===== src/rtl/dp_sequencer.sv =====
// Macro-instruction sequencer for the 8x16 register-file datapath: expands each
// accepted 16-bit instruction into one or more control words and latches the final ALU flags.
module dp_sequencer #(
    parameter logic [3:0] FS_ADD = 4'b0010,
    parameter logic [3:0] FS_SUB = 4'b0101,
    parameter logic [3:0] FS_SHL = 4'b1110,
    parameter logic [3:0] FS_TRB = 4'b1100
) (
    input  logic        CLK,
    input  logic        RESET,
    input  logic [15:0] INSTR,
    input  logic        INSTR_VALID,
    output logic        INSTR_READY,
    input  logic        V,
    input  logic        C,
    input  logic        N,
    input  logic        Z,
    output logic [15:0] CTRWRD,
    output logic [15:0] CONST,
    output logic        BUSY,
    output logic        DONE,
    output logic        ERR,
    output logic [3:0]  FLAGS,
    output logic [2:0]  dbg_state
);

    typedef enum logic [2:0] {
        IDLE  = 3'd0,
        EXEC  = 3'd1,
        SHIFT = 3'd2,
        MCLR  = 3'd3,
        MADD  = 3'd4,
        FAULT = 3'd5
    } state_t;

    localparam logic [2:0] OPC_NOP  = 3'b000;
    localparam logic [2:0] OPC_ALU  = 3'b001;
    localparam logic [2:0] OPC_ALUI = 3'b010;
    localparam logic [2:0] OPC_LOAD = 3'b011;
    localparam logic [2:0] OPC_SHL  = 3'b100;
    localparam logic [2:0] OPC_CMP  = 3'b101;
    localparam logic [2:0] OPC_MULK = 3'b110;
    localparam logic [2:0] OPC_BAD  = 3'b111;

    state_t      state_q, state_d;
    logic [15:0] instr_q;
    logic [3:0]  cnt_q, cnt_d;
    logic        done_q, err_q;
    logic [3:0]  flags_q;
    logic        load, finish, fault_exit, flag_upd, shl_first;

    logic [2:0] in_opc, in_dr, in_sa;
    logic [3:0] in_fn;
    logic [2:0] opc, dr, sa, sb;
    logic [3:0] fn;

    assign {in_opc, in_dr, in_sa} = INSTR[15:7];
    assign in_fn                  = INSTR[3:0];
    assign {opc, dr, sa, sb, fn}  = instr_q;

    // Handshake: INSTR_READY is high exactly in IDLE; an instruction is taken on a rising
    // edge with INSTR_VALID & INSTR_READY. Valid seen while busy is ignored and must be held.
    assign INSTR_READY = (state_q == IDLE);
    assign BUSY        = (state_q != IDLE);
    assign DONE        = done_q;
    assign ERR         = err_q;
    assign FLAGS       = flags_q;
    assign dbg_state   = state_q;

    always_comb begin
        state_d    = state_q;
        cnt_d      = cnt_q;
        load       = 1'b0;
        finish     = 1'b0;
        fault_exit = 1'b0;
        case (state_q)
            IDLE: begin
                if (INSTR_VALID) begin
                    load = 1'b1;
                    case (in_opc)
                        OPC_SHL: begin
                            if (in_fn == 4'd0) begin
                                state_d = EXEC;
                            end else begin
                                state_d = SHIFT;
                                cnt_d   = in_fn - 4'd1;
                            end
                        end
                        OPC_MULK: begin
                            if (in_dr == in_sa) begin
                                state_d = FAULT;
                            end else begin
                                state_d = MCLR;
                                cnt_d   = in_fn;
                            end
                        end
                        OPC_BAD: state_d = FAULT;
                        default: state_d = EXEC;
                    endcase
                end
            end
            EXEC: finish = 1'b1;
            SHIFT, MADD: begin
                if (cnt_q == 4'd0) finish = 1'b1;
                else cnt_d = cnt_q - 4'd1;
            end
            MCLR: begin
                // MULK by zero ends right after the clearing pass.
                if (cnt_q == 4'd0) begin
                    finish = 1'b1;
                end else begin
                    cnt_d   = cnt_q - 4'd1;
                    state_d = MADD;
                end
            end
            FAULT: begin
                state_d    = IDLE;
                fault_exit = 1'b1;
            end
            default: state_d = IDLE;
        endcase
        if (finish) state_d = IDLE;
    end

    assign flag_upd  = finish && (opc inside {OPC_ALU, OPC_ALUI, OPC_SHL, OPC_CMP, OPC_MULK});
    assign shl_first = (cnt_q == (fn - 4'd1));

    always_comb begin
        CTRWRD = 16'h0000;
        CONST  = 16'h0000;
        case (state_q)
            EXEC: begin
                case (opc)
                    OPC_ALU:  CTRWRD = {dr, sa, sb, 1'b0, fn, 2'b01};
                    OPC_ALUI: begin
                        CTRWRD = {dr, sa, 3'b000, 1'b1, fn, 2'b01};
                        CONST  = {13'h0000, sb};
                    end
                    OPC_LOAD: CTRWRD = {dr, sa, 3'b000, 1'b0, 4'b0000, 2'b11};
                    OPC_SHL:  CTRWRD = {dr, 3'b000, sb, 1'b0, FS_TRB, 2'b01};
                    OPC_CMP:  CTRWRD = {3'b000, sa, sb, 1'b0, FS_SUB, 2'b00};
                    default:  CTRWRD = 16'h0000;
                endcase
            end
            // First shift pass reads SB; later passes keep shifting DR in place.
            SHIFT:   CTRWRD = {dr, 3'b000, (shl_first ? sb : dr), 1'b0, FS_SHL, 2'b01};
            MCLR:    CTRWRD = {dr, sa, sa, 1'b0, FS_SUB, 2'b01};
            MADD:    CTRWRD = {dr, dr, sa, 1'b0, FS_ADD, 2'b01};
            default: CTRWRD = 16'h0000;
        endcase
    end

    always_ff @(posedge CLK or negedge RESET) begin
        if (!RESET) begin
            state_q <= IDLE;
            instr_q <= 16'h0000;
            cnt_q   <= 4'd0;
            done_q  <= 1'b0;
            err_q   <= 1'b0;
            flags_q <= 4'b0000;
        end else begin
            state_q <= state_d;
            cnt_q   <= cnt_d;
            done_q  <= finish;
            err_q   <= fault_exit;
            if (load) instr_q <= INSTR;
            if (flag_upd) flags_q <= {V, C, N, Z};
        end
    end

endmodule


===== config.mk =====
export PLATFORM = sky130hd
export DESIGN_NAME = dp_sequencer
export DESIGN_NICKNAME = d
export VERILOG_FILES = /design/src/rtl/dp_sequencer.sv
export SDC_FILE = /design/constraint.sdc
export NUM_CORES = 1
export LEC_CHECK = 0
export BUFFER_PORTS_ARGS = -buffer_cell sky130_fd_sc_hd__buf_2
export CORE_MARGIN = 2
export CORE_UTILIZATION = 52
export CTS_BUF_LIST = sky130_fd_sc_hd__clkbuf_2 sky130_fd_sc_hd__clkbuf_4 sky130_fd_sc_hd__clkbuf_8
export CTS_CLUSTER_SIZE = 14
export DETAILED_ROUTE_END_ITERATION = 8
export GPL_TIMING_DRIVEN = 0
export MAX_ROUTING_LAYER = met4
export PLACE_DENSITY = 0.88
export SYNTH_ARGS = -nofsm -noshare
export SYNTH_HDL_FRONTEND = slang
export SYNTH_SLANG_ARGS = --single-unit
export TNS_END_PERCENT = 10

===== constraint.sdc =====
create_clock -name CLK -period 2.6 [get_ports CLK]
set_input_delay 0.26 -clock CLK [delete_from_list [all_inputs] [get_ports CLK]]
set_output_delay 0.26 -clock CLK [all_outputs]
set_load 0.01 [all_outputs]

**Yosys cells after proc, flatten, opt, wreduce, memory -nomap -nowiden**

Cells that the tools add are included.

- Flip-flop bits (word level): 29
- Latch bits: 0
- Memory bits (writable): 0
- Bits in read-only memories: 0
- Input bits: 23
- Output and inout port bits: 43
- Logic and storage cells: 67
- Memories kept: 0

- Add/subtract/negate cells: 3
- Multipliers: 0
- Div/mod/pow operators: 0
- Magnitude comparators: 0
- Equality and inequality tests: 24
- Shift-type cells: 0
- Mux-type cells: 23
- Bitwise logic cells: 0
- Reductions and logical operators: 11

Operators with widths:

| kind | number |
|---|---|
| 16-bit one-hot mux with 5 select lines | 1 |
| 16-bit one-hot mux with 4 select lines | 1 |
| 3-bit equality test (second input constant) | 8 |
| 3-bit two-way mux | 7 |
| 3-bit one-hot mux with 3 select lines | 2 |
| 4-bit two-way mux | 4 |
| 4-bit one-hot mux with 2 select lines | 2 |
| 3-bit by 2-bit equality test with 1-bit output (second input constant) | 4 |
| 4-bit by 1-bit subtractor with 4-bit output (second input constant) | 3 |
| 3-bit inequality test (second input constant) | 3 |
| 4-bit zero test | 2 |
| 3-bit by 1-bit equality test with 1-bit output (second input constant) | 2 |
| 6-bit AND reduction | 1 |
| 3-bit OR reduction | 2 |
| 5-bit nonzero test | 1 |
| 4-bit equality test | 1 |
| 1-bit two-way mux | 4 |
| 2-bit inequality test (second input constant) | 2 |
| 3-bit equality test | 1 |
| 3-bit zero test | 1 |
| 3-bit by 1-bit inequality test with 1-bit output (second input constant) | 1 |
| 3-bit by 2-bit inequality test with 1-bit output (second input constant) | 1 |
| 3-bit AND reduction | 1 |
| 3-bit nonzero test | 1 |
| other kinds (5) | 5 |

**Longest topological paths before layout**

Gate-level depths: netlist of the first run.

- Depth after elaboration: 6
- Gate-level depth with buffers: 6
- Depth with buffers taken out: 6

**Worst setup path after synthesis of the first run**

OpenSTA, ideal clock, no wires.

- Kind: reg2reg
- From: reg cnt_q[0]
- To: reg flags_q[0], in the netlist FLAGS[0]
- Library setup time: 0.125 ns
- Arrival time: 1.927 ns
- Required time: 2.475 ns
- Path slack: 0.548 ns
- Stages on the path, launching flop included: 7
- Path buffers: 0
- Clock period less this slack: 2.052 ns
- Cells stage by stage: dfrtp_1 -> inv_1 -> ha_1 -> or3b_2 -> o21a_1 -> a2111oi_4 -> mux2_2

- Longest elaborated chain between the ends: 4

RTL lines:

| what | RTL line | RTL |
|---|---|---|
| start: declaration | 47 | `logic [3:0] cnt_q, cnt_d;` |
| start signal: assignment | 163 | `cnt_q <= cnt_d;` |
| 4-bit zero test | 104, 109 |  |
| 1-bit two-way mux | 104, 109 |  |
| 1-bit one-hot mux with 2 select lines | 76 | `case (state_q)` |
| 1-bit logical AND | 125 | `assign flag_upd = finish && (opc inside {OPC_ALU, OPC_ALUI, OPC_SHL, OPC_CMP, OPC_MULK});` |
| end signal: assignment | 167 | `if (flag_upd) flags_q <= {V, C, N, Z};` |
| end: declaration | 49 | `logic [3:0] flags_q;` |

No other way between the ends.
A chain may end at the register's enable or synchronous reset.

**Worst setup path in the final report of the first run**

- From: reg state_q[1], in the netlist dbg_state[1]
- To: out CTRWRD[13]

- Longest elaborated chain between the ends: 2
- Elaborated cells between the ends (all ways): 5
- Classes of those cells: 4 x eq/ne; 1 x mux

RTL lines:

| what | RTL line | RTL |
|---|---|---|
| start: declaration | 45 | `state_t state_q, state_d;` |
| start signal: assignment | 162 | `state_q <= state_d;` |
| 3-bit equality test (tied with other cells) | 131 | `case (state_q)` |
| 16-bit one-hot mux with 4 select lines * | 131 |  |
| end: declaration | 18 | `output logic [15:0] CTRWRD,` |

Every way passes the cells marked *; elsewhere a longest branch is shown, timed or not.

==> results of run 1 <==
-- kinds of logic after synthesis --
logic type	Yosys count	synth area share [%]
other	1	0.187
DFF	29	36.2
adders and majority gates	4	2.50
and+or+nand+nor	92	23.5
xor gates and xnor gates	10	5.12
muxes	6	3.24
AOI/OAI and AO/OA	53	18.7
buffers and inverters	39	10.5
-- sequential cells by signal, summed over array words and instances (netlist names) --
signal     cells
dbg_state      3
cnt_q          4
instr_q       16
ERR            1
FLAGS          4
DONE           1
-- area by class of cell --
type,instances,area [sq um]
clock inverters,1,5.00
fillers,324,1210
plain buffers,22,148
well taps,48,60.1
multi-input cells,178,1120
clock buffers,7,96.3
repair buffers,52,260
flip-flops and latches,29,726
inverters,17,63.8
-- final timing paths --
| check | end | cells after the start |
|---|---|---|
| max | CTRWRD[13] | 6 |
| min | instr_q[3]$_DFFE_PN0P_ | 1 |
| max reg2reg | FLAGS[2]$_DFFE_PN0P_ | 6 |
| min reg2reg | FLAGS[1]$_DFFE_PN0P_ | 1 |
| max in group asynchronous | instr_q[1]$_DFFE_PN0P_ | 1 |
| min in group CLK | instr_q[6]$_DFFE_PN0P_ | 3 |
-- repair_timing --
| action | CTS | global route |
|---|---|---|
| hold endpoints to repair | 0 | 0 |
| endpoints found under the setup margin | 4 | 6 |
| resized for setup | 1 | 2 |
-- metrics by stage --
stage	setup WS, ns	instances	setup TNS, ns	power, mW	hold WS, ns
floorplan	0.548	246	0	2.10	-0.0356
global placement	0.272	346	0	2.57	0.314
detailed placement	0.243	346	0	2.62	0.323
CTS	0.0554	354	0	3.06	0.0107
global route	-0.0386	354	-0.132	3.35	0.0300
finish	0.115	354	0	3.09	-0.0145
-- report_power, final --
group | internal [mW] | total, mW | switching [mW]
logic | 0.788 | 1.82 | 1.03
registers | 0.671 | 0.853 | 0.182
clock network | 0.239 | 0.420 | 0.181
total | 1.70 | 3.09 | 1.40
-- synth_stat cells (all sizes together), types with 5 or more instances --
library cell,number,share of area [%]
inv,17,3.2
nor3,7,1.7
buf,16,6.2
xnor2,8,3.5
nor2b,6,1.9
dfrtp,29,36
and2,5,1.6
nor2,11,2.1
a21o,5,1.9
nand2,40,7.5
a31oi,6,1.9
clkbuf,6,1.1
o21ai,18,4.5
-- routing by layer --
layer	global-route usage, %	share of wire, %	vias up
met5	-	0	-
met4	9.18	2.0	0
met3	5.62	9.3	8
met2	39.1	46	98
met1	33.3	42	906
li1	-	-	919
==> summary.md, run 1 <==
| Metric | Value |
|---|---|
| CP max FO | 10 |
| Max_slew headroom | 34.9% |
| Gr usage total | 25.5% |
| Hold WS | -0.0145 ns |
| Core area | 3690 sq um |
| Fin Clk Skew | 0.00953 ns |
| Critical Path AT | 2.22 ns |
| Number of global-route vias before repair | 1758 |
| Critical path startpoint category | flop |
| Critical path endpoint category | output pin |
| Post-CTS setup buffers | 0 |
| Die area | 4370 sq um |
| # diodes | 0 |
| Worst Path Required | 2.34 ns |
| Global placement routability congestion | 0.964 |
| Initial antenna violation count | 0 |
| Ys async rst share | 100% |
| Final min period | 2.48 ns |
| Failing checks | negative hold slack |
| Max-cap violation count | 0 |
| Delay-heaviest family, CP | simple AND/OR/NAND/NOR gates |
| Detailed Place HPWL | 3.65 mm |
| Flop2flop setup slack | 0.18 ns |
| Clock transition at path regs | 0.07 ns |
| Worst Path Buf+Inv | 2 |
| Share of layout cells above drive strength 1 | 29.1% |
| Syn Std Cell Area | 2010 sq um |
| RSZ-0062 raised after global routing | yes |
| Max frequency | 402 MHz |
| Detailed Routing Iterations Pass 1 | 4 |
| Clk buf depth | 2 |
| Synthesized netlist cell count | 234 |
| TritonCTS clock tree | built |
| Leak Pwr | 1.31 nW |
| Placed Area | 2370 sq um |
| WS Path Type | flop to output pin |
| Post-synthesis sequential area ratio | 36.2% |
| Fin. max-slew vios | 0 |
| Top Ports | 66 |
| Area grow syn2layout | 23.6% |
| Status | finished with violations |
| Top FF cell, synth | dfrtp_1 |
| Post-synth EDFFs | 0 |
| Global route overflow | 0 |
| Most frequent cells in the layout | 53 x buf_2, 40 x nand2_1, 29 x dfrtp_1 |
| Final Setup Violations | 0 |
| Least-Margin Pin Slew | 0.974 ns |
| Starting DRT DRC Count | 328 |
| PwrDens | 1250 nW/um^2 |
| Global-route wire length before repair | 8.12 mm |
| Synth Register Bits | 29 |
| DRC errors left | 0 |
| IO buf count | 52 |
| CTS buffer count | 5 |
| Clock network latency to the later pin of the worst-skew pair | 0.29 ns |
| DRT antenna net count | 0 |
| Detailed Route WL | 4.85 mm |
| Worst VDD drop | 0.622 mV |
| Cell Chain, Critical Path | clkbuf_1, nor3b_1, nor2_2, a21boi_1, nor2_1, buf_2 |
| Setup crit start | dbg_state[1]$_DFFE_PN0P_ |
| Hold crit path type | primary input to asynchronous set/reset pin |
| Wire per inst | 13.7 um |
| Fin. Hold Viols | 8 |
| Tcrit/Tclk final | 95.6% |
| Via count | 1931 |
| Die Width | 66.1 um |
| CP max-delay cell | nor3b_1 |
| Clock sink total | 29 |
| Core Util, Final | 67.2% |
| Post-synth cell types | 48 |
| Post-route cell area | 2480 sq um |
| Hold_buf cts | 0 |
| NumNets Final | 332 |
| Cell Rows | 22 |
| Clock H-tree levels | 2 |
| Starting density of the core | 54.4% |
| Pin count of the biggest net entering global routing | 30 |
| YS warnings | 0 |
| RR Startpoint | cnt_q[0]$_DFFE_PN0P_ |
| Commonest non-fill, non-tap cell in the layout | buf_2 |
| DR vias/cell | 5.45 |
| Slowest stage delay, CP | 0.58 ns |
| Clock Tree Root | clkbuf_8 |
| Die Height | 66.1 um |
| Synthesized area per cell | 8.57 sq um |
No activity file was read; power rests on OpenSTA's default activity.
==> run 2: changes to the inputs <==
Settings changed: ABC_CLOCK_PERIOD_IN_PS set to 2600, CTS_CLUSTER_DIAMETER set to 80, PLACE_DENSITY 0.88 to 0.81.
==> summary.md, run 2 (same netlist as run 1, synthesis figures left out) <==
| Metric | Value |
|---|---|
| Failing checks | negative hold slack (unchanged) |
| Critical path endpoint category | output pin (unchanged) |
| Detailed Place HPWL | 3.76 mm (was 3.65 mm) |
| Clock H-tree levels | 2 (unchanged) |
| Starting DRT DRC Count | 172 (was 328) |
| CTS buffer count | 5 (unchanged) |
| Flop2flop setup slack | 0.29 ns (was 0.18 ns) |
| Tcrit/Tclk final | 93.4% (was 95.6%) |
| Hold crit path type | primary input to asynchronous set/reset pin (unchanged) |
| Hold WS | -0.00878 ns (was -0.0145 ns) |
| Cell Rows | 22 (unchanged) |
| Worst Path Required | 2.34 ns (about the same) |
| Clock network latency to the later pin of the worst-skew pair | 0.28 ns (was 0.29 ns) |
| Max_slew headroom | 37.1% (was 34.9%) |
| Leak Pwr | 1.31 nW (about the same) |
| Post-route cell area | 2470 sq um (was 2480 sq um) |
| Critical Path AT | 2.17 ns (was 2.22 ns) |
| Total Neg Setup Slack | 0 ns (unchanged) |
| PnR Total Power | 3.04 mW (was 3.09 mW) |
| Detailed Routing Iterations Pass 1 | 4 (unchanged) |
| Number of global-route vias before repair | 1726 (was 1758) |
| RSZ-0062 raised after global routing | no (was yes) |
| CP max FO | 4 (was 10) |
| Final min period | 2.43 ns (was 2.48 ns) |
| Die Width | 66.1 um (unchanged) |
| Top Ports | 66 (unchanged) |
| Status | finished with violations (unchanged) |
| Starting density of the core | 54.4% (unchanged) |
| Fin. Hold Viols | 9 (was 8) |
| DRT antenna net count | 0 (unchanged) |
| Top reg by flops | instr_q (unchanged) |
| Most frequent cells in the layout | 53 x buf_2, 40 x nand2_1, 29 x dfrtp_1 (unchanged) |
| DR vias/cell | 5.39 (was 5.45) |
| Inst Count DP | 346 (unchanged) |
| Via count | 1907 (was 1931) |
| Die area | 4370 sq um (unchanged) |
| Wire per inst | 13.6 um (was 13.7 um) |
| RR Startpoint | cnt_q[0]$_DFFE_PN0P_ (unchanged) |
| Reg2reg end | FLAGS[1]$_DFFE_PN0P_ (was FLAGS[2]$_DFFE_PN0P_) |
| Max-cap violation count | 0 (unchanged) |
| Commonest non-fill, non-tap cell in the layout | buf_2 (unchanged) |
| Max frequency | 412 MHz (was 402 MHz) |
| Share of layout cells above drive strength 1 | 29.7% (was 29.1%) |
| Clock sink total | 29 (unchanged) |
| Clock Tree Root | clkbuf_8 (unchanged) |
| Max FFs per register | 16 (unchanged) |
| Setup WS post-layout | 0.172 ns (was 0.115 ns) |
| Die Height | 66.1 um (unchanged) |
| NumNets Final | 332 (unchanged) |
| DRC errors left | 0 (unchanged) |
| Pin count of the biggest net entering global routing | 30 (unchanged) |
| Dpl ws | 0.220 ns (was 0.243 ns) |
| Critical path startpoint category | flop (unchanged) |
| IO buf count | 52 (unchanged) |
| Fin. max-slew vios | 0 (unchanged) |
| FF-to-FF path depth | 6 (unchanged) |
| Area grow syn2layout | 23.2% (was 23.6%) |
| Clock transition at path regs | 0.06 ns (was 0.07 ns) |
| Non-filler instance count after layout | 354 (unchanged) |
| Final Setup Violations | 0 (unchanged) |
| PwrDens | 1230 nW/um^2 (was 1250 nW/um^2) |
| WS Path Type | flop to output pin (unchanged) |
| Clk buf depth | 2 (unchanged) |
| Fin Clk Skew | 0.00370 ns (was 0.00953 ns) |
| Global route overflow | 0 (unchanged) |
| Core area | 3690 sq um (unchanged) |
| Worst VDD drop | 0.651 mV (was 0.622 mV) |
| Global placement routability congestion | 0.950 (was 0.964) |
| Detailed Route WL | 4.82 mm (was 4.85 mm) |
| # diodes | 0 (unchanged) |
| Least-Margin Pin Slew | 0.941 ns (was 0.974 ns) |
| Placed Area | 2370 sq um (unchanged) |
| Gr usage total | 24.4% (was 25.5%) |
| Global-route wire length before repair | 7.81 mm (was 8.12 mm) |
| TritonCTS clock tree | built (unchanged) |
| Initial antenna violation count | 0 (unchanged) |
==> run 2: critical path, stage by stage (launching register included) <==
cell	delay, ns
dfrtp_1	0.44
inv_1	0.10
ha_1	0.14
xor3_1	0.40
nor3_2	0.25
a31oi_1	0.17
o221ai_1	0.22
buf_2	0.16
==> run 2: worst max path at each step <==
stage,start,endpoint,slack (ns),cells past startpoint
after global routing,instr_q[0]$_DFFE_PN0P_,CTRWRD[8],0.06,7
after global placement,dbg_state[1]$_DFFE_PN0P_,CTRWRD[14],0.22,6
final,instr_q[0]$_DFFE_PN0P_,CTRWRD[8],0.17,7
after CTS,dbg_state[1]$_DFFE_PN0P_,CTRWRD[14],0.02,6
after floorplan,cnt_q[0]$_DFFE_PN0P_,FLAGS[0]$_DFFE_PN0P_,0.55,6
after detailed placement,dbg_state[1]$_DFFE_PN0P_,CTRWRD[14],0.22,6
==> run 2: where the power goes <==
part	total (mW)	switching [mW]	internal, mW
registers	0.855	0.184	0.671
clock network	0.372	0.176	0.195
logic	1.81	1.02	0.793
==> run 2: final cells by class <==
class	count	area, sq um
fill	317	1220
multi-input combinational	178	1130
sequential	29	726
timing repair buffer	52	260
buffer	22	149
clock buffer	6	76.3
inverter	17	63.8
tap	48	60.1
clock inverter	2	10.0
==> run 2: what timing repair did <==
action | in CTS | in global routing
gates resized for setup | 1 | 5
buffers inserted | 0 | 0
setup endpoints to repair | 4 | 5
hold buffers | 0 | 0
==> run 2: routing by layer <==
metal  vias up  wire [um]  share of wire, %  track usage (%)
met5         -          0                 0                -
met4         0         90               1.9             10.2
met3        10        353               7.3             4.43
met2        78       2300                48             37.9
met1       894       2070                43             31.6
li1        925          -                 -                -
==> run 2: through the flow <==
| stage | hold WS (ns) | util (%) |
|---|---|---|
| 2_1_floorplan | -0.0356 | - |
| 3_3_place_gp | 0.317 | 64.3 |
| 3_5_place_dp | 0.321 | 64.3 |
| 4_1_cts | 0.0232 | 66.7 |
| 5_1_grt | 0.0579 | 67.0 |
| 6_report | -0.00878 | 67.0 |
==> run 3: changes to the inputs <==
Settings changed: RECOVER_POWER set to 100.
==> summary.md, run 3 (same netlist as run 1, synthesis figures left out) <==
| Metric | Value |
|---|---|
| Detailed Route WL | 4.89 mm (was 4.82 mm) |
| Fin Clk Skew | 0.00312 ns (was 0.00370 ns) |
| Detailed Routing Iterations Pass 1 | 5 (was 4) |
| NumNets Final | 332 (unchanged) |
| Critical path endpoint category | output pin (unchanged) |
| Die area | 4370 sq um (unchanged) |
| PwrDens | 1230 nW/um^2 (about the same) |
| Area grow syn2layout | 21.1% (was 23.2%) |
| Cell Rows | 22 (unchanged) |
| Flop2flop setup slack | 0.29 ns (about the same) |
| Max_slew headroom | -4.47% (was 37.1%) |
| Starting DRT DRC Count | 166 (was 172) |
| DRT antenna net count | 0 (unchanged) |
| Most frequent cells in the layout | 40 x nand2_1, 34 x clkbuf_1, 29 x dfrtp_1 (was 53 x buf_2, 40 x nand2_1, 29 x dfrtp_1) |
| CP max FO | 4 (unchanged) |
| Initial antenna violation count | 0 (unchanged) |
| IO buf count | 52 (unchanged) |
| Wire per inst | 13.8 um (was 13.6 um) |
| Gr usage total | 24.4% (unchanged) |
| Max FFs per register | 16 (unchanged) |
| CTS buffer count | 5 (unchanged) |
| Global-route wire length before repair | 7.81 mm (unchanged) |
| RSZ-0062 raised after global routing | no (unchanged) |
| DR vias/cell | 5.45 (was 5.39) |
| Hold_buf cts | 0 (unchanged) |
| Max-cap violation count | 1 (was 0) |
| Worst Path Buf+Inv | 2 (unchanged) |
| Worst VDD drop | 0.657 mV (was 0.651 mV) |
| Hold crit path type | primary input to flop (was primary input to asynchronous set/reset pin) |
| Detailed Place HPWL | 3.76 mm (unchanged) |
| Final Setup Violations | 0 (unchanged) |
| Inst Count DP | 346 (unchanged) |
| Failing checks | max-capacitance violations, max-slew violations (was negative hold slack) |
| Cell Chain, Critical Path | inv_1, ha_1, xor3_1, nor3_2, a31oi_1, o221ai_1, clkbuf_1 (was inv_1, ha_1, xor3_1, nor3_2, a31oi_1, o221ai_1, buf_2) |
| Global route overflow | 0 (unchanged) |
| Clk buf depth | 2 (unchanged) |
| Max frequency | 409 MHz (was 412 MHz) |
| DRC errors left | 0 (unchanged) |
| Final min period | 2.45 ns (was 2.43 ns) |
| Fin. max-slew vios | 30 (was 0) |
| Dpl ws | 0.220 ns (unchanged) |
| Pin count of the biggest net entering global routing | 30 (unchanged) |
| Switching Share | 46.7% (was 45.4%) |
| # diodes | 0 (unchanged) |
| Total Neg Setup Slack | 0 ns (unchanged) |
| Clock transition at path regs | 0.06 ns (about the same) |
| Global placement routability congestion | 0.950 (unchanged) |
| Post-route cell area | 2430 sq um (was 2470 sq um) |
| Worst Path Required | 2.34 ns (about the same) |
| P_sw | 1.40 mW (was 1.38 mW) |
| Clock sink total | 29 (unchanged) |
| Critical Path AT | 2.19 ns (was 2.17 ns) |
| Combinational fraction of design power | 58.6% (was 59.7%) |
| TritonCTS clock tree | built (unchanged) |
| Starting density of the core | 54.4% (unchanged) |
| Least-Margin Pin Slew | 1.57 ns (was 0.941 ns) |
| Int Pwr | 1.59 mW (was 1.66 mW) |
| Core area | 3690 sq um (unchanged) |
| CP max-delay cell | dfrtp_1 (unchanged) |
| Via count | 1930 (was 1907) |
| Clock network latency to the later pin of the worst-skew pair | 0.29 ns (was 0.28 ns) |
| Delay-heaviest family, CP | flip-flops (unchanged) |
| Leak Pwr | 1.20 nW (was 1.31 nW) |
| Fin. Hold Viols | 0 (was 9) |
| Setup WS post-layout | 0.152 ns (was 0.172 ns) |
| Clock power share | 12.6% (was 12.2%) |
| Sequential power share | 28.7% (was 28.1%) |
| Top reg by flops | instr_q (unchanged) |
| Placed Area | 2370 sq um (unchanged) |
| Post-CTS setup buffers | 0 (unchanged) |
| Slowest stage delay, CP | 0.44 ns (about the same) |
| WS Path Type | flop to output pin (unchanged) |
| Share of layout cells above drive strength 1 | 20.3% (was 29.7%) |
| Clock Tree Root | clkbuf_8 (unchanged) |
| Number of global-route vias before repair | 1726 (unchanged) |
| Status | finished with violations (unchanged) |
| Die Height | 66.1 um (unchanged) |
| Commonest non-fill, non-tap cell in the layout | nand2_1 (was buf_2) |
| Non-filler instance count after layout | 354 (unchanged) |
| Die Width | 66.1 um (unchanged) |
| Clock H-tree levels | 2 (unchanged) |
| Tcrit/Tclk final | 94.2% (was 93.4%) |
| Top Ports | 66 (unchanged) |
| Critical path startpoint category | flop (unchanged) |
## run 3: cell count changes in the layout (fill, tap and decap cells not counted), sizes merged
cell / change
buf: -29
clkbuf: +29
## run 3: timing repair
action                                  in CTS  in global routing
resized for setup                            1                  5
endpoints found under the setup margin       4                  5
endpoints found under the hold margin        0                  0
## run 3: worst reg2reg max path, cell delays in order, from the launching register on
cell,delay (ns)
dfrtp_1,0.42
inv_1,0.13
ha_1,0.17
nor3b_1,0.42
a211oi_1,0.22
a2111oi_4,0.45
mux2_2,0.39
## run 3: power groups by stage
| stage | registers, mW | logic, mW | clock network, mW |
|---|---|---|---|
| 4_1_cts | 0.853 | 1.79 | 0.370 |
| 6_report | 0.860 | 1.76 | 0.378 |
| 3_3_place_gp | 0.850 | 1.74 | 0 |
| 2_1_floorplan | 0.839 | 1.26 | 0 |
| 5_1_grt | 0.887 | 1.95 | 0.391 |
| 3_5_place_dp | 0.861 | 1.78 | 0 |
## run 3: area by class of cell
cell class | instances | area (sq um)
Sequential cell | 29 | 726
Clock buffer | 6 | 76.3
Timing Repair Buffer | 52 | 225
Multi-Input combinational cell | 178 | 1130
Inverter | 17 | 63.8
Tap cell | 48 | 60.1
Clock inverter | 2 | 10.0
Buffer | 22 | 141
Fill cell | 342 | 1260
## run 3: worst paths after layout
check	startpoint	to	cells past startpoint
min in group asynchronous	RESET	FLAGS[3]$_DFFE_PN0P_	1
worst max-delay path	instr_q[0]$_DFFE_PN0P_	CTRWRD[8]	7
worst min-delay path	INSTR[4]	instr_q[4]$_DFFE_PN0P_	3
worst max register to register	cnt_q[0]$_DFFE_PN0P_	FLAGS[1]$_DFFE_PN0P_	6
worst min register to register	FLAGS[2]$_DFFE_PN0P_	FLAGS[2]$_DFFE_PN0P_	1
max in group asynchronous	RESET	instr_q[2]$_DFFE_PN0P_	1
## run 3: stage by stage
step	hold slack, ns	total power, mW	util [%]
2_1_floorplan	-0.0356	2.10	-
4_1_cts	0.0232	3.01	66.7
3_3_place_gp	0.317	2.59	64.3
5_1_grt	0.199	3.23	65.8
6_report	0.169	2.99	65.8
3_5_place_dp	0.321	2.64	64.3
## run 3: metal layers
layer / up-vias / part of all wire, % / global-route usage (%)
li1: 925 / - / -
met1: 914 / 43 / 31.6
met2: 80 / 47 / 37.9
met3: 11 / 8.1 / 4.43
met4: 0 / 1.9 / 10.2
met5: - / 0 / -
